`src/rtl/aes_pkg.sv`:
```
// Shared AES types, the forward S-box, round constants and word helpers.
// Used by the key schedule and the cipher round datapaths.
package aes_pkg;

    typedef logic [127:0] round_key_t;
    typedef logic [31:0]  aes_word_t;

    typedef enum logic [1:0] {
        ST_IDLE,
        ST_LOAD,
        ST_GEN
    } ke_state_t;

    localparam logic [7:0] SBOX [0:255] = '{
        8'h63, 8'h7c, 8'h77, 8'h7b, 8'hf2, 8'h6b, 8'h6f, 8'hc5, 8'h30, 8'h01, 8'h67, 8'h2b, 8'hfe, 8'hd7, 8'hab, 8'h76,
        8'hca, 8'h82, 8'hc9, 8'h7d, 8'hfa, 8'h59, 8'h47, 8'hf0, 8'had, 8'hd4, 8'ha2, 8'haf, 8'h9c, 8'ha4, 8'h72, 8'hc0,
        8'hb7, 8'hfd, 8'h93, 8'h26, 8'h36, 8'h3f, 8'hf7, 8'hcc, 8'h34, 8'ha5, 8'he5, 8'hf1, 8'h71, 8'hd8, 8'h31, 8'h15,
        8'h04, 8'hc7, 8'h23, 8'hc3, 8'h18, 8'h96, 8'h05, 8'h9a, 8'h07, 8'h12, 8'h80, 8'he2, 8'heb, 8'h27, 8'hb2, 8'h75,
        8'h09, 8'h83, 8'h2c, 8'h1a, 8'h1b, 8'h6e, 8'h5a, 8'ha0, 8'h52, 8'h3b, 8'hd6, 8'hb3, 8'h29, 8'he3, 8'h2f, 8'h84,
        8'h53, 8'hd1, 8'h00, 8'hed, 8'h20, 8'hfc, 8'hb1, 8'h5b, 8'h6a, 8'hcb, 8'hbe, 8'h39, 8'h4a, 8'h4c, 8'h58, 8'hcf,
        8'hd0, 8'hef, 8'haa, 8'hfb, 8'h43, 8'h4d, 8'h33, 8'h85, 8'h45, 8'hf9, 8'h02, 8'h7f, 8'h50, 8'h3c, 8'h9f, 8'ha8,
        8'h51, 8'ha3, 8'h40, 8'h8f, 8'h92, 8'h9d, 8'h38, 8'hf5, 8'hbc, 8'hb6, 8'hda, 8'h21, 8'h10, 8'hff, 8'hf3, 8'hd2,
        8'hcd, 8'h0c, 8'h13, 8'hec, 8'h5f, 8'h97, 8'h44, 8'h17, 8'hc4, 8'ha7, 8'h7e, 8'h3d, 8'h64, 8'h5d, 8'h19, 8'h73,
        8'h60, 8'h81, 8'h4f, 8'hdc, 8'h22, 8'h2a, 8'h90, 8'h88, 8'h46, 8'hee, 8'hb8, 8'h14, 8'hde, 8'h5e, 8'h0b, 8'hdb,
        8'he0, 8'h32, 8'h3a, 8'h0a, 8'h49, 8'h06, 8'h24, 8'h5c, 8'hc2, 8'hd3, 8'hac, 8'h62, 8'h91, 8'h95, 8'he4, 8'h79,
        8'he7, 8'hc8, 8'h37, 8'h6d, 8'h8d, 8'hd5, 8'h4e, 8'ha9, 8'h6c, 8'h56, 8'hf4, 8'hea, 8'h65, 8'h7a, 8'hae, 8'h08,
        8'hba, 8'h78, 8'h25, 8'h2e, 8'h1c, 8'ha6, 8'hb4, 8'hc6, 8'he8, 8'hdd, 8'h74, 8'h1f, 8'h4b, 8'hbd, 8'h8b, 8'h8a,
        8'h70, 8'h3e, 8'hb5, 8'h66, 8'h48, 8'h03, 8'hf6, 8'h0e, 8'h61, 8'h35, 8'h57, 8'hb9, 8'h86, 8'hc1, 8'h1d, 8'h9e,
        8'he1, 8'hf8, 8'h98, 8'h11, 8'h69, 8'hd9, 8'h8e, 8'h94, 8'h9b, 8'h1e, 8'h87, 8'he9, 8'hce, 8'h55, 8'h28, 8'hdf,
        8'h8c, 8'ha1, 8'h89, 8'h0d, 8'hbf, 8'he6, 8'h42, 8'h68, 8'h41, 8'h99, 8'h2d, 8'h0f, 8'hb0, 8'h54, 8'hbb, 8'h16
    };

    localparam logic [7:0] RCON [1:10] = '{
        8'h01, 8'h02, 8'h04, 8'h08, 8'h10, 8'h20, 8'h40, 8'h80, 8'h1b, 8'h36
    };

    function automatic aes_word_t rot_word(input aes_word_t w);
        return {w[23:0], w[31:24]};
    endfunction

endpackage

```
`src/rtl/aes_sub_word.sv`:
```
// SubWord: four parallel S-box lookups on a 32-bit word, purely combinational.
// Also instanced four-wide by the cipher SubBytes stage.
module aes_sub_word
    import aes_pkg::*;
(
    input  logic [31:0] word_in,
    output logic [31:0] word_out
);

    assign word_out = {SBOX[word_in[31:24]], SBOX[word_in[23:16]],
                       SBOX[word_in[15:8]],  SBOX[word_in[7:0]]};

endmodule

```
`src/rtl/aes_key_expand.sv`:
```
// AES-128 key schedule: streams RK0..RK10 one per cycle after start and keeps
// all eleven keys in a register file with a registered random-access read port.
module aes_key_expand
    import aes_pkg::*;
#(
    parameter int NR    = 10,
    parameter int KEY_W = 128
) (
    input  logic             clk,
    input  logic             rst,
    input  logic             start,
    input  logic [KEY_W-1:0] key_in,
    output logic             busy,
    output logic             rk_valid,
    output logic [3:0]       rk_idx,
    output logic [KEY_W-1:0] rk_out,
    output logic             done,
    output logic             keys_ready,
    input  logic [3:0]       rd_idx,
    output logic [KEY_W-1:0] rd_key
);

    if (NR != 10 || KEY_W != 128) begin : g_bad_param
        $error("aes_key_expand supports only NR=10 and KEY_W=128");
    end

    localparam logic [3:0] LAST_ROUND = 4'(NR);

    ke_state_t        state, state_next;
    logic [3:0]       r;
    logic             accept;
    logic             emit;
    logic             last_gen;
    logic [3:0]       emit_idx;
    logic [KEY_W-1:0] emit_key;
    logic [KEY_W-1:0] next_key;
    logic [KEY_W-1:0] rf [0:NR];

    logic [31:0] sub_rot;
    logic [31:0] t_word;
    logic [31:0] n0, n1, n2, n3;
    logic [7:0]  rcon_byte;

    // The previous key is always the streamed output register, so one cone suffices.
    aes_sub_word u_sub_word (
        .word_in  (rot_word(rk_out[31:0])),
        .word_out (sub_rot)
    );

    always_comb begin
        rcon_byte = (r >= 4'd1 && r <= LAST_ROUND) ? RCON[r] : 8'h00;
        t_word    = sub_rot ^ {rcon_byte, 24'h0};
        n0        = rk_out[127:96] ^ t_word;
        n1        = rk_out[95:64]  ^ n0;
        n2        = rk_out[63:32]  ^ n1;
        n3        = rk_out[31:0]   ^ n2;
        next_key  = {n0, n1, n2, n3};
    end

    // NOTE: every always_comb output gets a default first, so no path can infer a latch.
    always_comb begin
        state_next = state;
        accept     = 1'b0;
        emit       = 1'b0;
        emit_idx   = r;
        emit_key   = next_key;
        case (state)
            ST_IDLE: begin
                if (start) begin
                    accept     = 1'b1;
                    state_next = ST_LOAD;
                end
            end
            ST_LOAD: begin
                emit       = 1'b1;
                emit_idx   = 4'd0;
                emit_key   = key_in;
                state_next = ST_GEN;
            end
            ST_GEN: begin
                emit = 1'b1;
                if (r == LAST_ROUND) state_next = ST_IDLE;
            end
            default: state_next = ST_IDLE;
        endcase
    end

    assign last_gen = (state == ST_GEN) && (r == LAST_ROUND);

    // NOTE: sequential state uses non-blocking assignments so every register samples pre-edge values.
    always_ff @(posedge clk) begin
        if (rst) begin
            state      <= ST_IDLE;
            r          <= 4'd0;
            busy       <= 1'b0;
            rk_valid   <= 1'b0;
            rk_idx     <= 4'd0;
            rk_out     <= '0;
            done       <= 1'b0;
            keys_ready <= 1'b0;
            rd_key     <= '0;
        end else begin
            state    <= state_next;
            busy     <= (state != ST_IDLE);
            rk_valid <= emit;
            done     <= last_gen;
            if (emit) begin
                rk_out <= emit_key;
                rk_idx <= emit_idx;
            end
            if (state == ST_LOAD)      r <= 4'd1;
            else if (last_gen)         r <= 4'd0;
            else if (state == ST_GEN)  r <= r + 4'd1;
            if (accept)                keys_ready <= 1'b0;
            else if (last_gen)         keys_ready <= 1'b1;
            rd_key <= (rd_idx <= LAST_ROUND) ? rf[rd_idx] : '0;
        end
    end

    // NOTE: the key store is deliberately not reset; keys_ready tells consumers when it is valid.
    always_ff @(posedge clk) begin
        if (emit) rf[emit_idx] <= emit_key;
    end

endmodule

```
`config.mk`:
```
export PLATFORM = sky130hd
export DESIGN_NAME = aes_key_expand
export DESIGN_NICKNAME = d
export VERILOG_FILES = /design/src/rtl/aes_pkg.sv /design/src/rtl/aes_sub_word.sv /design/src/rtl/aes_key_expand.sv
export SDC_FILE = /design/constraint.sdc
export NUM_CORES = 2
export LEC_CHECK = 0
export CORE_MARGIN = 2
export CORE_UTILIZATION = 40
export DETAILED_ROUTE_END_ITERATION = 12
export HOLD_SLACK_MARGIN = 0.15
export PLACE_DENSITY = 0.68
export SETUP_SLACK_MARGIN = 0.02
export SYNTH_ARGS = -nofsm -noshare
export SYNTH_HDL_FRONTEND = slang
export SYNTH_SLANG_ARGS = --single-unit
export TNS_END_PERCENT = 5
```
`constraint.sdc`:
```
create_clock -name clk -period 19.5 [get_ports clk]
set_input_delay 1.95 -clock clk [delete_from_list [all_inputs] [get_ports clk]]
set_output_delay 1.95 -clock clk [all_outputs]
set_load 0.01 [all_outputs]
```
Word level (Yosys, flattened, before mapping)
Memories as Yosys holds them, arrays and structs flattened. A register that Yosys moved wholly into a read port is not among the register bits.
Index checks and enable logic that the tools add are counted.
{ "op_classes": {"n_addsub": 1, "n_lt_le_gt_ge": 8, "n_eq_ne": 5, "n_mux": 24, "n_bitwise": 11, "reduce_logical": 10} }
{ "ops": {"columns": ["cell", "count"], "rows": [
  ["32-bit XOR", 5],
  ["128-bit two-way mux", 1],
  ["8-bit two-way mux", 11],
  ["9-bit greater-or-equal comparator, second input constant", 4],
  ["8-bit NOT with 9-bit output", 4],
  ["4-bit less-or-equal comparator, second input constant", 2],
  ["1-bit two-way mux", 8],
  ["2-bit one-hot mux with 3 select lines", 1],
  ["2-bit OR reduction", 3],
  ["5-bit greater-or-equal comparator, second input constant", 1],
  ["4-bit NOT with 5-bit output", 1],
  ["4-bit by 1-bit adder with 4-bit output, second input constant", 1],
  ["4-bit equality test, second input constant", 1],
  ["4-bit by 1-bit greater-or-equal comparator with 1-bit output, second input constant", 1],
  ["2-bit two-way mux", 2],
  ["4-bit two-way mux", 1],
  ["2-bit != test, second input constant", 2],
  ["3-bit nonzero test", 1],
  ["3-bit OR reduction", 1],
  ["2-bit by 1-bit equality test with 1-bit output, second input constant", 1],
  ["2-bit equality test, second input constant", 1],
  ["1-bit logical AND", 2],
  ["2-bit zero test", 1],
  ["2-bit AND reduction", 1],
  ["2 further kinds", 2]
]} }
{ "word_totals": {"regBits": 142, "ramBits": 1408, "mem_bits_ro": 8320, "in_bits": 135, "out_inout_bits": 264, "word_cells": 74, "n_memories": 6} }
{ "memory_table": {"columns": ["memory", "depth", "width", "read_ports", "rd_clocked_by_memory_dff", "write_ports", "line_no", "text"], "rows": [
  ["(name not given)", 256, 8, 1, 0, 0, "aes_sub_word.sv:11", "SBOX[word_in[15:8]], SBOX[word_in[7:0]]};"],
  ["(name not given)", 256, 8, 1, 0, 0, "aes_sub_word.sv:11", null],
  ["(name not given)", 256, 8, 1, 0, 0, "aes_sub_word.sv:10", "assign word_out = {SBOX[word_in[31:24]], SBOX[word_in[23:16]],"],
  ["(name not given)", 256, 8, 1, 0, 0, "aes_sub_word.sv:10", null],
  ["rf", 11, 128, 1, 1, 1, "aes_key_expand.sv:37", "logic [KEY_W-1:0] rf [0:NR];"],
  ["(name not given)", 16, 8, 1, 0, 0, "aes_key_expand.sv:51", "rcon_byte = (r >= 4'd1 && r <= LAST_ROUND) ? RCON[r] : 8'h00;"]
]} }

Depth between registers and ports, before layout
{ "depth": {"ltp_word": 11, "depth_mapped": 15, "mapped_depth_nobuf": 11} }

Modules after synthesis
A second synthesis with hierarchy kept.
{ "hier_totals": {"hier_cells": 5969, "area_unflattened_um2": 79117.1} }
{ "by_module_without_submodules": {"columns": ["module", "instances", "cells_per_inst", "area_per_inst_um2", "seq_area_each_um2"], "rows": [
  ["aes_key_expand", 1, 3784, 65347.7, 47685.7],
  ["aes_sub_word", 1, 2185, 13769.5, 0.0]
]} }

Worst setup path after synthesis
No wires, ideal clock.
{ "synth_timing": {"path_kind": "reg-to-reg", "from": "reg state[1]", "to": "mem rf[1][0] (enable)", "setup_ns": 0.929, "arrival_time_ns": 13.515, "required_ns": 18.571, "path_slack_ns": 5.056, "path_stages_with_launch": 8, "path_buffers": 4, "synth_period_minus_slack_ns": 14.444, "cell_sequence": "dfxtp_1 inv_1 ha_1 clkbuf_1 clkbuf_1 clkbuf_1 buf_1 nor4_1"} }
{ "synth_via": {"elab_chain_cells": 5, "elab_cells_between_ends": 7, "classes_between": "2 x eq/ne; 4 x mux; 1 x reduce/logical"} }
{ "synth_lines": {"columns": ["item", "line_no", "text"], "rows": [
  ["from (decl)", "aes_key_expand.sv:29", "ke_state_t state, state_next;"],
  ["from (signal assigned)", "aes_key_expand.sv:103", "state <= state_next;"],
  ["2-bit equality test or 2-bit by 1-bit equality test with 1-bit output (tied branches)", "aes_key_expand.sv:67", "case (state)"],
  ["2-bit OR reduction (no source line)", null, null],
  ["1-bit two-way mux", "aes_key_expand.sv:67", null],
  ["1-bit two-way mux", "aes_key_expand.sv:122", "if (emit) rf[emit_idx] <= emit_key;"],
  ["1-bit two-way mux (not written as such)", "aes_key_expand.sv:122", null],
  ["to (decl)", "aes_key_expand.sv:37", null]
]} }
Parallel ways exist; a longest one is shown, timed or not.

Worst setup path after layout
{ "layout_timing": {"from": "reg rk_out[16]", "to": "mem rf[0][31] (data pin)"} }
{ "layout_via": {"elab_chain_cells": 10} }
{ "layout_lines": {"columns": ["item", "line_no", "text"], "rows": [
  ["from (decl)", "aes_key_expand.sv:16", "output logic [KEY_W-1:0] rk_out,"],
  ["from (signal assigned)", "aes_key_expand.sv:108", "rk_out <= emit_key;"],
  ["8-bit NOT with 9-bit output (not written as such)", "aes_sub_word.sv:10", null],
  ["memory 256 x 8 bit", null, null],
  ["8-bit two-way mux (not written as such) (2 in series)", "aes_sub_word.sv:10", null],
  ["32-bit XOR", "aes_key_expand.sv:52", "t_word = sub_rot ^ {rcon_byte, 24'h0};"],
  ["32-bit XOR", "aes_key_expand.sv:53", "n0 = rk_out[127:96] ^ t_word;"],
  ["32-bit XOR", "aes_key_expand.sv:54", "n1 = rk_out[95:64] ^ n0;"],
  ["32-bit XOR", "aes_key_expand.sv:55", "n2 = rk_out[63:32] ^ n1;"],
  ["32-bit XOR", "aes_key_expand.sv:56", "n3 = rk_out[31:0] ^ n2;"],
  ["128-bit two-way mux", "aes_key_expand.sv:67", null],
  ["via emit_key[31]", "aes_key_expand.sv:35", "logic [KEY_W-1:0] emit_key;"]
]} }
The timed path passes the listed nets, and every way through them passes these cells. The select of a mux whose other input is x is not followed.

==> flow_summary.json <==
{
  "wl_per_cell_um": 31.0,
  "p_switching_mw": 7.12,
  "cts_root_buf": "clkbuf_16",
  "startpoint_type": "register",
  "postRouteAntennaNets": 0,
  "via_per_inst": 6.26,
  "worst_slew_pin_slew_ns": 1.28,
  "yosys.area_share.simple": 0.0973,
  "clockBufferDepth": 3,
  "hold_viol": 0,
  "finalSetupViolCount": 0,
  "min_period_ns": 5.74,
  "path_clk_slew_ns": 0.07,
  "final_util": 0.461,
  "muxShareOfSynthArea": 0.108,
  "post_cts_buffers": 0,
  "relSlewSlack": 0.147,
  "vias": 57600,
  "first_global_vias": 54500,
  "h-tree-depth": 4,
  "syn_inst": 6230,
  "leakage_nw": 29.8,
  "crit_arrival_ns": 6.18,
  "area_delta_synth_final_pct": 14.5,
  "hpwlAfterDp_mm": 184,
  "die_y_um": 453,
  "synth_xor_xnor_area_share": 0.0224,
  "cts_tree": "yes",
  "routed_wl_mm": 286,
  "fmax_mhz": 174,
  "yosysTopAreaCell": "edfxtp_1",
  "path_common_cell": "xnor2_1",
  "synthArstFlopShare": 0,
  "endpoint_kind": "register",
  "rows": 164,
  "track_usage": 0.271,
  "synth-edff-count": 1408,
  "drc": 0,
  "place_worst_setup_slack_ns": 13.21,
  "hold_path.startpoint": "rk_idx[3]",
  "cp_data_required_time_ns": 19.94,
  "power.density_nw_per_um2": 184,
  "path_max_fanout": 39,
  "worstSkewPairLatency_ns": 0.80,
  "power_frac_seq": 0.370,
  "critPathBufInv": 2,
  "fin_area_sq_um": 92100,
  "cts_resized": 0,
  "final_common_cell": "edfxtp_1",
  "initialDrtViolationCount": 7556,
  "grt_max_degree": 110,
  "critical_path_class": "register to register",
  "rsz0062_at_grt": "false",
  "synth_top_flop_cell": "edfxtp_1",
  "yosysTopAreaCellShare": 0.525,
  "synth-compound-area-share": 0.136,
  "postCtsHoldBufs": 0,
  "final_cell_mix": "edfxtp_1, nor2_1, clkdlybuf4s50_1",
  "combPwrFrac": 0.450,
  "syn_nets": 6436,
  "ys_ff_latch": 1678,
  "status": "complete, no violations",
  "synth_top_cells_by_area": "edfxtp_1, mux4_2, dfxtp_1",
  "coreArea_sq_um": 200000,
  "peakVddDrop_uv": 128,
  "clkPwrFrac": 0.180,
  "netlist-cell-type-count": 103,
  "die_area_sq_um": 205000,
  "synth_area_sq_um": 80500,
  "cts_buffers": 158,
  "critPathLaunch": "rk_out[16]",
  "synth_top_family_by_area": "compound AO/OA/AOI/OAI gates",
  "crit_chain": "buf_4 -> inv_1 -> ha_1 -> nor2b_1 -> a311oi_1 -> o22ai_1 -> a2111oi_0 -> nor4_1 -> xnor2_1 -> xor3_1 -> xnor2_1 -> o21ai_0",
  "gp_congestion": 0.971,
  "cap_violations": 0,
  "overflow": 0,
  "synth_fa_ha_area_frac": 0.0112,
  "cp_top_family": "compound AO/OA/AOI/OAI gates",
  "reg2reg_slack_ns": 13.76,
  "drtPass1Iterations": 9,
  "max_stage_delay_ns": 0.88,
  "ys_warn_count": 0,
  "die_x_um": 453,
  "nNetsFinal": 6607,
  "ys_seq_area_frac": 0.592,
  "avgSynthCellArea_sq_um": 12.9,
  "r2r-start": "rk_out[16]",
  "portBuffers": 398,
  "grt_first_pass_wirelength_mm": 404,
  "initial_utilization": 0.403,
  "setup_slack_ns": 13.76,
  "cts_sinks": 1678,
  "grt_antenna_before_repair": 12,
  "dpl_cell_area_sq_um": 87000,
  "fin_skew_ns": 0.0342,
  "slew_viol_final": 0,
  "power_mw": 17.0,
  "tns_ns": 0,
  "p_int_mw": 9.83,
  "drive_above_1_share": 0.131,
  "cp_slowest_cell": "o21ai_0",
  "switching_share": 0.420,
  "ios": 399,
  "hp-class": "register to register",
  "fin_crit_sh": 0.295
}
-- power groups by stage --
stage | clock, mW | sequential, mW | combinational, mW
floorplan | 0 | 6.26 | 4.09
global placement | 0 | 6.31 | 7.32
detailed placement | 0 | 6.33 | 7.44
CTS | 3.08 | 6.26 | 7.47
global route | 3.22 | 6.30 | 7.99
finish | 3.05 | 6.27 | 7.64
-- cells in the mapped netlist, types with 23 or more instances --
master / count
o311ai_0: 41
mux2_2: 46
xnor2_1: 87
o21a_1: 36
or2_2: 23
mux4_2: 289
a211oi_1: 303
mux2i_1: 166
dfxtp_1: 270
nor2b_1: 219
or3_1: 46
o21ai_0: 230
ha_1: 71
nor2_1: 471
a311oi_1: 48
nor3_1: 95
a31oi_1: 89
o32ai_1: 34
nand2_1: 359
o31ai_1: 37
xor2_1: 44
a21oi_1: 345
edfxtp_1: 1408
clkbuf_1: 331
o221ai_1: 26
buf_2: 135
a221oi_1: 24
nand3_1: 105
nand2b_1: 104
a22oi_1: 40
and2_1: 53
o211ai_1: 60
a21o_1: 27
inv_1: 50
buf_1: 72
-- cells by family (layout without fill, tap and decap cells) --
| kind of cell | Yosys count | count (layout) |
|---|---|---|
| DFF | 1678 | 1678 |
| and+or+nand+nor | 1603 | 1603 |
| AOI/OAI and AO/OA | 1585 | 1585 |
| buffers and inverters | 628 | 933 |
| muxes | 502 | 502 |
| xor gates and xnor gates | 162 | 162 |
| adders and majority gates | 72 | 72 |
| other | 0 | 10 |
-- final timing paths --
kind | end | cells past startpoint
min reg2reg | rk_idx[3] | 2
min | rk_idx[3] | 2
max reg2reg | rf[0][31] | 12
max | rf[0][31] | 12
-- state kept, by name, summed over array words and instances (netlist names) --
signal and count:
r 4, state 2, done 1, rf 1408, rd_key 128, rk_out 128, rk_valid 1, keys_ready 1
rk_idx 4, busy 1
-- final cells by class --
type / instances / area (sq um)
diodes: 10 / 25.0
clock buffers: 226 / 4350
clock inverters: 68 / 773
fillers: 17500 / 108000
inverters: 66 / 255
multi-input cells: 3924 / 30300
flip-flops and latches: 1678 / 47700
well taps: 2656 / 3320
repair buffers: 573 / 5390
-- worst min-delay path, stage by stage, from the launching register on --
cell and delay [ns]:
dfxtp_1 0.31, nand2_1 0.06, a21oi_1 0.05
-- routing by layer --
layer	global-route usage	vias to the layer above	wire length, um
met4	0.147	2	18000
met3	0.0460	599	24100
met1	0.359	29200	111000
met5	0	-	11
met2	0.425	3274	133000
li1	-	24500	-
-- stage by stage --
step           hold WS, ns  std cells
2_1_floorplan        0.487       6230
4_1_cts              0.472       9190
3_3_place_gp         0.463       8896
5_1_grt              0.485       9198
6_report             0.471       9201
3_5_place_dp         0.460       8896
No activity file was read; power rests on OpenSTA's default activity.
